===== config.mk =====
export PLATFORM = sky130hd
export DESIGN_NAME = pixel_diffuser
export DESIGN_NICKNAME = d
export VERILOG_FILES = /design/src/rtl/pixel_diffuser_pkg.sv /design/src/rtl/key_fifo.sv /design/src/rtl/pixel_diffuser.sv
export SDC_FILE = /design/constraint.sdc
export NUM_CORES = 1
export LEC_CHECK = 0
export ABC_CLOCK_PERIOD_IN_PS = 2200
export CAP_MARGIN = 20
export CORE_ASPECT_RATIO = 0.75
export CORE_MARGIN = 4
export CORE_UTILIZATION = 36
export CTS_BUF_LIST = sky130_fd_sc_hd__clkbuf_8
export DETAILED_ROUTE_END_ITERATION = 7
export SLEW_MARGIN = 20
export SYNTH_ARGS = -nofsm -noshare
export SYNTH_HDL_FRONTEND = slang
export SYNTH_SLANG_ARGS = --single-unit

===== constraint.sdc =====
create_clock -name clk -period 2.2 [get_ports clk]
set_clock_uncertainty 0.2 [all_clocks]
set_input_delay 0.22 -clock clk [delete_from_list [all_inputs] [get_ports clk]]
set_output_delay 0.22 -clock clk [all_outputs]
set_load 0.02 [all_outputs]

===== src/rtl/pixel_diffuser_pkg.sv =====
// pixel_diffuser_pkg
//   Shared definitions for the pixel diffuser: FSM state type, the
//   encrypt/decrypt mode encodings and the keystream byte width.
package pixel_diffuser_pkg;

  localparam int KEY_W = 8;

  localparam logic MODE_ENC = 1'b0;
  localparam logic MODE_DEC = 1'b1;

  typedef enum logic [1:0] {
    ST_IDLE = 2'd0,
    ST_RUN  = 2'd1,
    ST_DONE = 2'd2
  } state_t;

  // Only the low byte of the mixed chaotic keystream word is consumed.
  function automatic logic [KEY_W-1:0] key_byte(input logic [22:0] word);
    return word[KEY_W-1:0];
  endfunction

endpackage


===== src/rtl/key_fifo.sv =====
// key_fifo
//   Small synchronous FIFO buffering keystream bytes.
//   Ports:
//     clk, rst        clock, asynchronous active-high reset
//     flush_i         synchronous flush (empties the FIFO, wins over push/pop)
//     push_i, din_i   write request and byte (ignored when full)
//     pop_i           read request (ignored when empty)
//     dout_o          head-of-queue byte (valid when not empty)
//     full_o, empty_o occupancy flags
module key_fifo
  import pixel_diffuser_pkg::*;
#(
  parameter int DEPTH = 4
) (
  input  logic             clk,
  input  logic             rst,
  input  logic             flush_i,
  input  logic             push_i,
  input  logic [KEY_W-1:0] din_i,
  input  logic             pop_i,
  output logic [KEY_W-1:0] dout_o,
  output logic             full_o,
  output logic             empty_o
);

  localparam int AW = $clog2(DEPTH);

  logic [KEY_W-1:0] mem_q [DEPTH];
  // Pointers carry one extra wrap bit so full and empty are distinguishable.
  logic [AW:0]      wr_ptr_q, wr_ptr_d;
  logic [AW:0]      rd_ptr_q, rd_ptr_d;
  logic             do_push, do_pop;

  assign empty_o = (wr_ptr_q == rd_ptr_q);
  assign full_o  = (wr_ptr_q[AW] != rd_ptr_q[AW]) &&
                   (wr_ptr_q[AW-1:0] == rd_ptr_q[AW-1:0]);
  assign do_push = push_i && !full_o && !flush_i;
  assign do_pop  = pop_i && !empty_o && !flush_i;
  assign dout_o  = mem_q[rd_ptr_q[AW-1:0]];

  always_comb begin
    wr_ptr_d = wr_ptr_q;
    rd_ptr_d = rd_ptr_q;
    if (flush_i) begin
      wr_ptr_d = '0;
      rd_ptr_d = '0;
    end else begin
      if (do_push) wr_ptr_d = wr_ptr_q + {{AW{1'b0}}, 1'b1};
      if (do_pop)  rd_ptr_d = rd_ptr_q + {{AW{1'b0}}, 1'b1};
    end
  end

  // NOTE: sequential state is assigned with <= so every register samples
  // pre-edge values; blocking = here would create order-dependent races.
  always_ff @(posedge clk or posedge rst) begin
    if (rst) begin
      wr_ptr_q <= '0;
      rd_ptr_q <= '0;
    end else begin
      wr_ptr_q <= wr_ptr_d;
      rd_ptr_q <= rd_ptr_d;
    end
  end

  // NOTE: storage is deliberately left out of reset; the pointers alone
  // define which entries are meaningful, and an unreset array maps to RAM.
  always_ff @(posedge clk) begin
    if (do_push) mem_q[wr_ptr_q[AW-1:0]] <= din_i;
  end

endmodule


===== src/rtl/pixel_diffuser.sv =====
// pixel_diffuser
//   Chained XOR diffusion of a pixel stream with a chaotic keystream.
//   Encrypt: C[i] = P[i] ^ K[i] ^ C[i-1]; decrypt: P[i] = C[i] ^ K[i] ^ C[i-1],
//   with C[-1] = iv. One key byte is consumed per pixel.
//   Ports:
//     clk, rst                      clock, asynchronous active-high reset
//     start, mode, iv               frame request, 0=enc/1=dec, chaining seed
//     key_in/key_valid/key_ready    keystream input (low byte used)
//     pix_in/pix_valid/pix_ready    pixel input stream
//     dat_out/dat_valid/dat_ready   result stream (1-cycle latency)
//     busy, done                    high in RUN, one-cycle frame-complete pulse
module pixel_diffuser
  import pixel_diffuser_pkg::*;
#(
  parameter int NPIX   = 65536,
  parameter int KDEPTH = 4
) (
  input  logic        clk,
  input  logic        rst,
  input  logic        start,
  input  logic        mode,
  input  logic [7:0]  iv,
  input  logic [22:0] key_in,
  input  logic        key_valid,
  output logic        key_ready,
  input  logic [7:0]  pix_in,
  input  logic        pix_valid,
  output logic        pix_ready,
  output logic [7:0]  dat_out,
  output logic        dat_valid,
  input  logic        dat_ready,
  output logic        busy,
  output logic        done
);

  localparam logic [15:0] LAST_IDX = 16'(NPIX - 1);

  state_t      state_q, state_d;
  logic        mode_q, mode_d;
  logic [7:0]  cprev_q, cprev_d;
  logic [15:0] cnt_q, cnt_d;
  logic [7:0]  dat_out_q, dat_out_d;
  logic        dat_valid_q, dat_valid_d;

  logic             start_acc, pix_fire, last_pix;
  logic             fifo_full, fifo_empty;
  logic [KEY_W-1:0] key_head;
  logic [7:0]       result;
  logic             key_hi_unused;

  assign key_hi_unused = ^key_in[22:KEY_W];

  // Accepting start also flushes the FIFO, so keys offered in that cycle are refused.
  assign start_acc = (state_q == ST_IDLE) && start;
  assign key_ready = !rst && !fifo_full && !start_acc;
  assign pix_ready = (state_q == ST_RUN) && !fifo_empty && (!dat_valid_q || dat_ready);
  assign pix_fire  = pix_valid && pix_ready;
  assign last_pix  = (cnt_q == LAST_IDX);
  assign result    = pix_in ^ key_head ^ cprev_q;
  assign dat_out   = dat_out_q;
  assign dat_valid = dat_valid_q;

  key_fifo #(.DEPTH(KDEPTH)) u_key_fifo (
    .clk     (clk),
    .rst     (rst),
    .flush_i (start_acc),
    .push_i  (key_valid && key_ready),
    .din_i   (key_byte(key_in)),
    .pop_i   (pix_fire),
    .dout_o  (key_head),
    .full_o  (fifo_full),
    .empty_o (fifo_empty)
  );

  // NOTE: every output of this block gets a default first, so no path leaves
  // a signal unassigned and no latch is inferred.
  always_comb begin
    state_d = state_q;
    busy    = 1'b0;
    done    = 1'b0;
    unique case (state_q)
      ST_IDLE: if (start) state_d = ST_RUN;
      ST_RUN: begin
        busy = 1'b1;
        if (pix_fire && last_pix) state_d = ST_DONE;
      end
      ST_DONE: begin
        done    = 1'b1;
        state_d = ST_IDLE;
      end
      default: state_d = ST_IDLE;
    endcase
  end

  always_comb begin
    mode_d      = mode_q;
    cprev_d     = cprev_q;
    cnt_d       = cnt_q;
    dat_out_d   = dat_out_q;
    dat_valid_d = dat_valid_q;
    if (start_acc) begin
      mode_d  = mode;
      cprev_d = iv;
      cnt_d   = '0;
    end else if (pix_fire) begin
      // The chain always follows the ciphertext: our output when encrypting,
      // the incoming pixel when decrypting.
      cprev_d = (mode_q == MODE_DEC) ? pix_in : result;
      if (!last_pix) cnt_d = cnt_q + 16'd1;
    end
    if (pix_fire) begin
      dat_out_d   = result;
      dat_valid_d = 1'b1;
    end else if (dat_ready) begin
      dat_valid_d = 1'b0;
    end
  end

  always_ff @(posedge clk or posedge rst) begin
    if (rst) begin
      state_q     <= ST_IDLE;
      mode_q      <= MODE_ENC;
      cprev_q     <= '0;
      cnt_q       <= '0;
      dat_out_q   <= '0;
      dat_valid_q <= 1'b0;
    end else begin
      state_q     <= state_d;
      mode_q      <= mode_d;
      cprev_q     <= cprev_d;
      cnt_q       <= cnt_d;
      dat_out_q   <= dat_out_d;
      dat_valid_q <= dat_valid_d;
    end
  end

endmodule


==> Yosys cells after proc, flatten, opt, wreduce, memory -nomap -nowiden <==
Memory sizes are Yosys's and may differ from the RTL's.
Index checks and enable logic that the tools add are counted.
{ "word_totals": {"ff_bits": 42, "memories": 1, "word_cells": 68, "ramBits": 32, "output_inout_bits": 13} }
{ "memory_table": {"columns": ["name", "depth", "word_bits", "rd", "rd_ports_with_merged_regs", "wr", "line", "rtl"], "rows": [
  ["u_key_fifo.mem_q", 4, 8, 1, 0, 1, "key_fifo.sv:28", "logic [KEY_W-1:0] mem_q [DEPTH];"]
]} }
{ "op_classes": {"addsub": 3, "mux": 19, "reduce_logical": 26, "bitwise": 2, "eq_ne": 9} }
{ "ops": {"columns": ["cell", "n"], "rows": [
  ["16-bit 2-to-1 mux", 3],
  ["8-bit 2-to-1 mux", 3],
  ["16-bit by 1-bit adder with 16-bit output, second input constant", 1],
  ["16-bit == test, second input constant", 1],
  ["8-bit bitwise XOR", 2],
  ["1-bit logical AND", 13],
  ["3-bit 2-to-1 mux", 4],
  ["2-bit nonzero test", 4],
  ["3-bit by 1-bit adder with 3-bit output, second input constant", 2],
  ["1-bit 2-to-1 mux", 6],
  ["1-bit logical NOT", 5],
  ["2-bit 2-to-1 mux", 2],
  ["2-bit by 1-bit inequality test with 1-bit output, second input constant", 2],
  ["2-bit one-hot mux with 2 select lines", 1],
  ["2-bit AND reduction", 2],
  ["3-bit == test", 1],
  ["2-bit by 1-bit == test with 1-bit output, second input constant", 1],
  ["2-bit == test", 1],
  ["2-bit == test, second input constant", 1],
  ["2-bit logical NOT", 1],
  ["2-bit inequality test, second input constant", 1],
  ["1-bit logical OR", 1],
  ["1-bit inequality test", 1]
]} }

==> Logic depth before layout (Yosys ltp) <==
{ "depth": {"ltp_word": 10, "depth_mapped": 8, "ltp_nobuf": 7} }

==> By module <==
Synthesis repeated with hierarchy kept, for this count alone.
{ "unflattened": {"hier_cells": 318, "hier_area_um2": 3768.6} }
{ "modules_own_cells": {"columns": ["module", "instances", "cells_per_inst", "area_each_um2"], "rows": [
  ["pixel_diffuser", 1, 211, 2050.7],
  ["key_fifo", 1, 107, 1717.9]
]} }

==> Least setup slack after synthesis <==
OpenSTA, ideal clock, no wires.
{ "synth_path": {"kind": "reg2reg", "startpoint": "register u_key_fifo.rd_ptr_q[1]", "endpoint": "memory u_key_fifo.mem_q[3][0], enable pin", "period_less_slack_ns": 2.503, "required_time_ns": 1.659, "setup_ns": 0.341, "path_slack_ns": -0.303, "arrival_time_ns": 1.962, "stages_incl_launch_ff": 5, "path_cell_list": "dfrtp_1 buf_4 xnor2_1 a311oi_1 and3_1"} }
{ "synth_between": {"elab_chain_cells": 10} }
{ "synth_rtl": {"columns": ["element", "line", "rtl"], "rows": [
  ["start, declared", "key_fifo.sv:31", "logic [AW:0] rd_ptr_q, rd_ptr_d;"],
  ["start signal, assigned", "key_fifo.sv:61", "rd_ptr_q <= rd_ptr_d;"],
  ["2-bit == test", "key_fifo.sv:36", "(wr_ptr_q[AW-1:0] == rd_ptr_q[AW-1:0]);"],
  ["1-bit logical AND", "key_fifo.sv:35", "assign full_o = (wr_ptr_q[AW] != rd_ptr_q[AW]) &&"],
  ["1-bit logical NOT", "pixel_diffuser.sv:55", "assign key_ready = !rst && !fifo_full && !start_acc;"],
  ["1-bit logical AND (2 in a row)", "pixel_diffuser.sv:55", null],
  ["via key_ready", "pixel_diffuser.sv:25", "output logic key_ready,"],
  ["1-bit logical AND", "pixel_diffuser.sv:67", ".push_i (key_valid && key_ready),"],
  ["1-bit logical AND (2 in a row)", "key_fifo.sv:37", "assign do_push = push_i && !full_o && !flush_i;"],
  ["1-bit 2-to-1 mux", "key_fifo.sv:68", "if (do_push) mem_q[wr_ptr_q[AW-1:0]] <= din_i;"],
  ["1-bit 2-to-1 mux (not written as such)", "key_fifo.sv:68", null],
  ["end, declared", "key_fifo.sv:28", null]
]} }
The timed path passes the listed nets, and every way through them passes these cells.

==> Worst setup path after layout <==
{ "layout_path": {"startpoint": "register u_key_fifo.rd_ptr_q[0]", "endpoint": "register cprev_q[4]"} }
{ "layout_between": {"elab_chain_cells": 6, "word_cells_on_any_way": 12} }
{ "layout_rtl": {"columns": ["element", "line", "rtl"], "rows": [
  ["memory read 4 x 8 bit / 3-bit == test (equally long branches)", null, null],
  ["8-bit bitwise XOR / 1-bit logical NOT (equally long branches)", "pixel_diffuser.sv:59, pixel_diffuser.sv:56", null],
  ["8-bit bitwise XOR / 1-bit logical AND (equally long branches)", "pixel_diffuser.sv:59, pixel_diffuser.sv:56", null],
  ["8-bit 2-to-1 mux / 1-bit logical AND (equally long branches)", "pixel_diffuser.sv:108, pixel_diffuser.sv:56", null],
  ["8-bit 2-to-1 mux / 1-bit logical AND (equally long branches)", "pixel_diffuser.sv:105, pixel_diffuser.sv:57", null],
  ["8-bit 2-to-1 mux / 2-bit nonzero test (equally long branches)", null, null],
  ["end signal, assigned", "pixel_diffuser.sv:130", "cprev_q <= cprev_d;"],
  ["end, declared", "pixel_diffuser.sv:40", "logic [7:0] cprev_q, cprev_d;"]
]} }
Several ways; a longest one is shown, not always the timed one. The select of a mux whose other input is x is not followed.
A chain may end at the register's enable or synchronous reset.

==> reports/metrics.cfg <==
[timing]
hold_slack_ps = 114
rsz0062_at_grt = true
slew_violations = 0
fmax_ghz = 0.472
period_needed_ps = 2120
worst_slack_ps = 83.2
relSlewSlack = 0.621
finalSetupViolations = 0
fin_crit_sh = 0.962
hold_viol_final = 0
worstMarginPinSlew_ps = 563

[placement]
dp.cells = 494
place.port_buffers = 43
pre_cts_ws_ps = -191
gp_congestion = 0.810
hpwl_um = 5250

[pwr]
p_leak_uw = 0.00178
ir_drop_v = 0.000486
p_total_uw = 5650
cellPowerDensity_nw_per_um2 = 1240

[cts]
cts_tree = yes
clkTransAtPathRegs_ps = 80
root_buffer = clkbuf_8
clock_sinks = 74
numCtsBuffers = 9
clk-insertion-delay-late_ps = 350
h-tree-depth = 3
cts_buffer_depth = 2

[logic_synthesis]
ys_ff_latch = 74
synth_ff_type = dfrtp_1
synth_top_cell_area_share = 0.295
ys_types = 40
syn_inst = 307
synth_area_per_cell_um2 = 11.6
yosysTopAreaCell = dfrtp_1
syn_area_um2 = 3560
synthTopCellsByArea = dfrtp_1, edfxtp_1, xnor2_1
synth_edf_count = 32
seq_area_frac_synth = 0.565
yosysWarnings = 0
synth-async-reset-ratio = 0.568
syn_nets = 359

[cells_and_area]
stdcell_count = 510
antenna_cells = 0
nFillCells = 899
area_growth_pct = 27.9
multiInputGateArea_um2 = 1460
nNetsFinal = 425
seqCellArea_um2 = 2010
drive_above_1_share = 0.159

[drt]
wl_per_cell_um = 14.8
antenna_left = 0
viasPerCell = 4.90
drc = 0
vias = 2501
routed_wirelength_um = 7550
drt_iter0_markers = 135
drt_pre_antenna_iters = 4

[global_routing]
grt_start_max_net_pins = 43
grt.total_usage = 0.144
grt_pass1_vias = 2341
top_usage_layer = met1
grt_pass1_wl_um = 12500
globalRouteMet2Util = 0.200
grt.met1_usage = 0.212
grt_remaining_overflow = 0
met3_usage = 0.0482
grt_antenna_before_repair = 0

[outcome]
status = finished clean

[min_path]
hold_path_class = in2async

[critical_path]
startpoint = u_key_fifo.rd_ptr_q[0]
worstPathMaxFanout = 11
worstSetupPathType = reg2reg
r2r_setup_slack_ps = 80
r2r_cells = 6
r2r-start = u_key_fifo.rd_ptr_q[0]
arrival_ps = 2180
endpoint_kind = flip-flop
required_ps = 2260
cp-endpoint = cprev_q[4]
start_kind = flip-flop
reg2reg_to = cprev_q[4]

[die]
fp.dieW_um = 123
initial_utilization = 0.369
die_area_um2 = 11600
num_rows = 31
coreArea_um2 = 9660
die_y_um = 94.1
io_pins = 59

[job]
drv_cap = 0

==> how the worst min path moves through the flow <==
stage / slack (ps) / start / to
global placement: 250 / dat_out[3] / dat_out[3]
global route: 120 / rst / cnt_q[10]
CTS: 120 / rst / u_key_fifo.wr_ptr_q[1]
finish: 110 / rst / u_key_fifo.rd_ptr_q[2]
floorplan: 120 / key_in[0] / u_key_fifo.mem_q[0][0]
detailed placement: 260 / dat_out[3] / dat_out[3]
==> cell families (layout without fill, tap and decap cells) <==
| family | Yosys count | in the layout | synth area share |
|---|---|---|---|
| compound gates | 22 | 22 | 0.0453 |
| xor+xnor | 37 | 37 | 0.0910 |
| fa+ha+maj | 6 | 6 | 0.0211 |
| buf+inv | 21 | 92 | 0.0306 |
| flops | 74 | 74 | 0.565 |
| mux | 11 | 11 | 0.0632 |
| simple gates | 136 | 136 | 0.184 |
==> critical path: stages (launching register included) <==
cell,delay [ps]
dfrtp_2,430
buf_12,160
mux4_1,630
xnor2_1,220
nor2_1,70
xnor2_1,140
o211ai_1,170
==> state kept, by name, indices dropped and copies added (netlist names) <==
signal	flops
cnt_q	16
cprev_q	8
dat_out	8
dat_valid	1
mode_q	1
state_q	2
u_key_fifo.mem_q	32
u_key_fifo.rd_ptr_q	3
u_key_fifo.wr_ptr_q	3
==> layout by cell type, fill, tap and decap left out, drive strengths merged, types with 11 or more instances in the layout <==
cell type	count
dfrtp	42
buf	25
nor2	22
nor4	11
edfxtp	32
nand2	58
xnor2	34
nand3	18
clkbuf	11
inv	11
clkdlybuf4s50	41
==> cell type report <==
type | count | area share
Clock buffer | 9 | 0.0272
Clock inverter | 7 | 0.0217
Inverter | 8 | 0.00659
Multi-Input combinational cell | 212 | 0.321
Sequential cell | 74 | 0.442
Tap cell | 132 | 0.0363
Timing Repair Buffer | 68 | 0.145
==> power breakdown <==
| group | internal [uW] | switching [uW] | total [uW] |
|---|---|---|---|
| Clock | 649 | 544 | 1190 |
| Sequential | 1780 | 234 | 2020 |
| Combinational | 1250 | 1190 | 2440 |
| Total | 3680 | 1970 | 5650 |
==> stage by stage <==
| step | TNS (ps) | util | instance area [um^2] |
|---|---|---|---|
| 2_1_floorplan | 0 | - | 3570 |
| 4_1_cts | -124 | 0.471 | 4550 |
| 6_report | 0 | 0.472 | 4550 |
| 5_1_grt | -313 | 0.472 | 4550 |
| 3_5_place_dp | -1160 | 0.448 | 4330 |
| 3_3_place_gp | -569 | 0.448 | 4330 |
==> cell usage after synthesis, types with 2 or more instances <==
library cell,count
nor4_1,9
and4_1,2
ha_1,6
nand2b_1,2
nor3_1,4
nand3_1,18
o31ai_1,2
inv_1,8
and3_1,7
xnor2_1,34
o211ai_1,8
mux4_2,4
mux4_1,4
clkbuf_1,6
nand4_1,4
nand2_1,57
edfxtp_1,32
xor2_1,3
a41oi_1,2
buf_2,3
buf_6,3
nor2_1,22
nor4_2,2
dfrtp_1,42
mux2i_1,3
o21ai_0,6
==> per-layer routing <==
layer	wire length, um	share of wire
met3	448	0.059
met5	0	0
met4	73	0.0097
met1	3820	0.51
met2	3210	0.42
==> timing repair <==
action,CTS,global route
gates cloned,0,0
setup buffers,0,0
gates resized for setup,4,8
hold endpoints to repair,0,0
endpoints found under the setup margin,4,18
hold buffers,0,0
No activity file was read; power rests on OpenSTA's default activity.
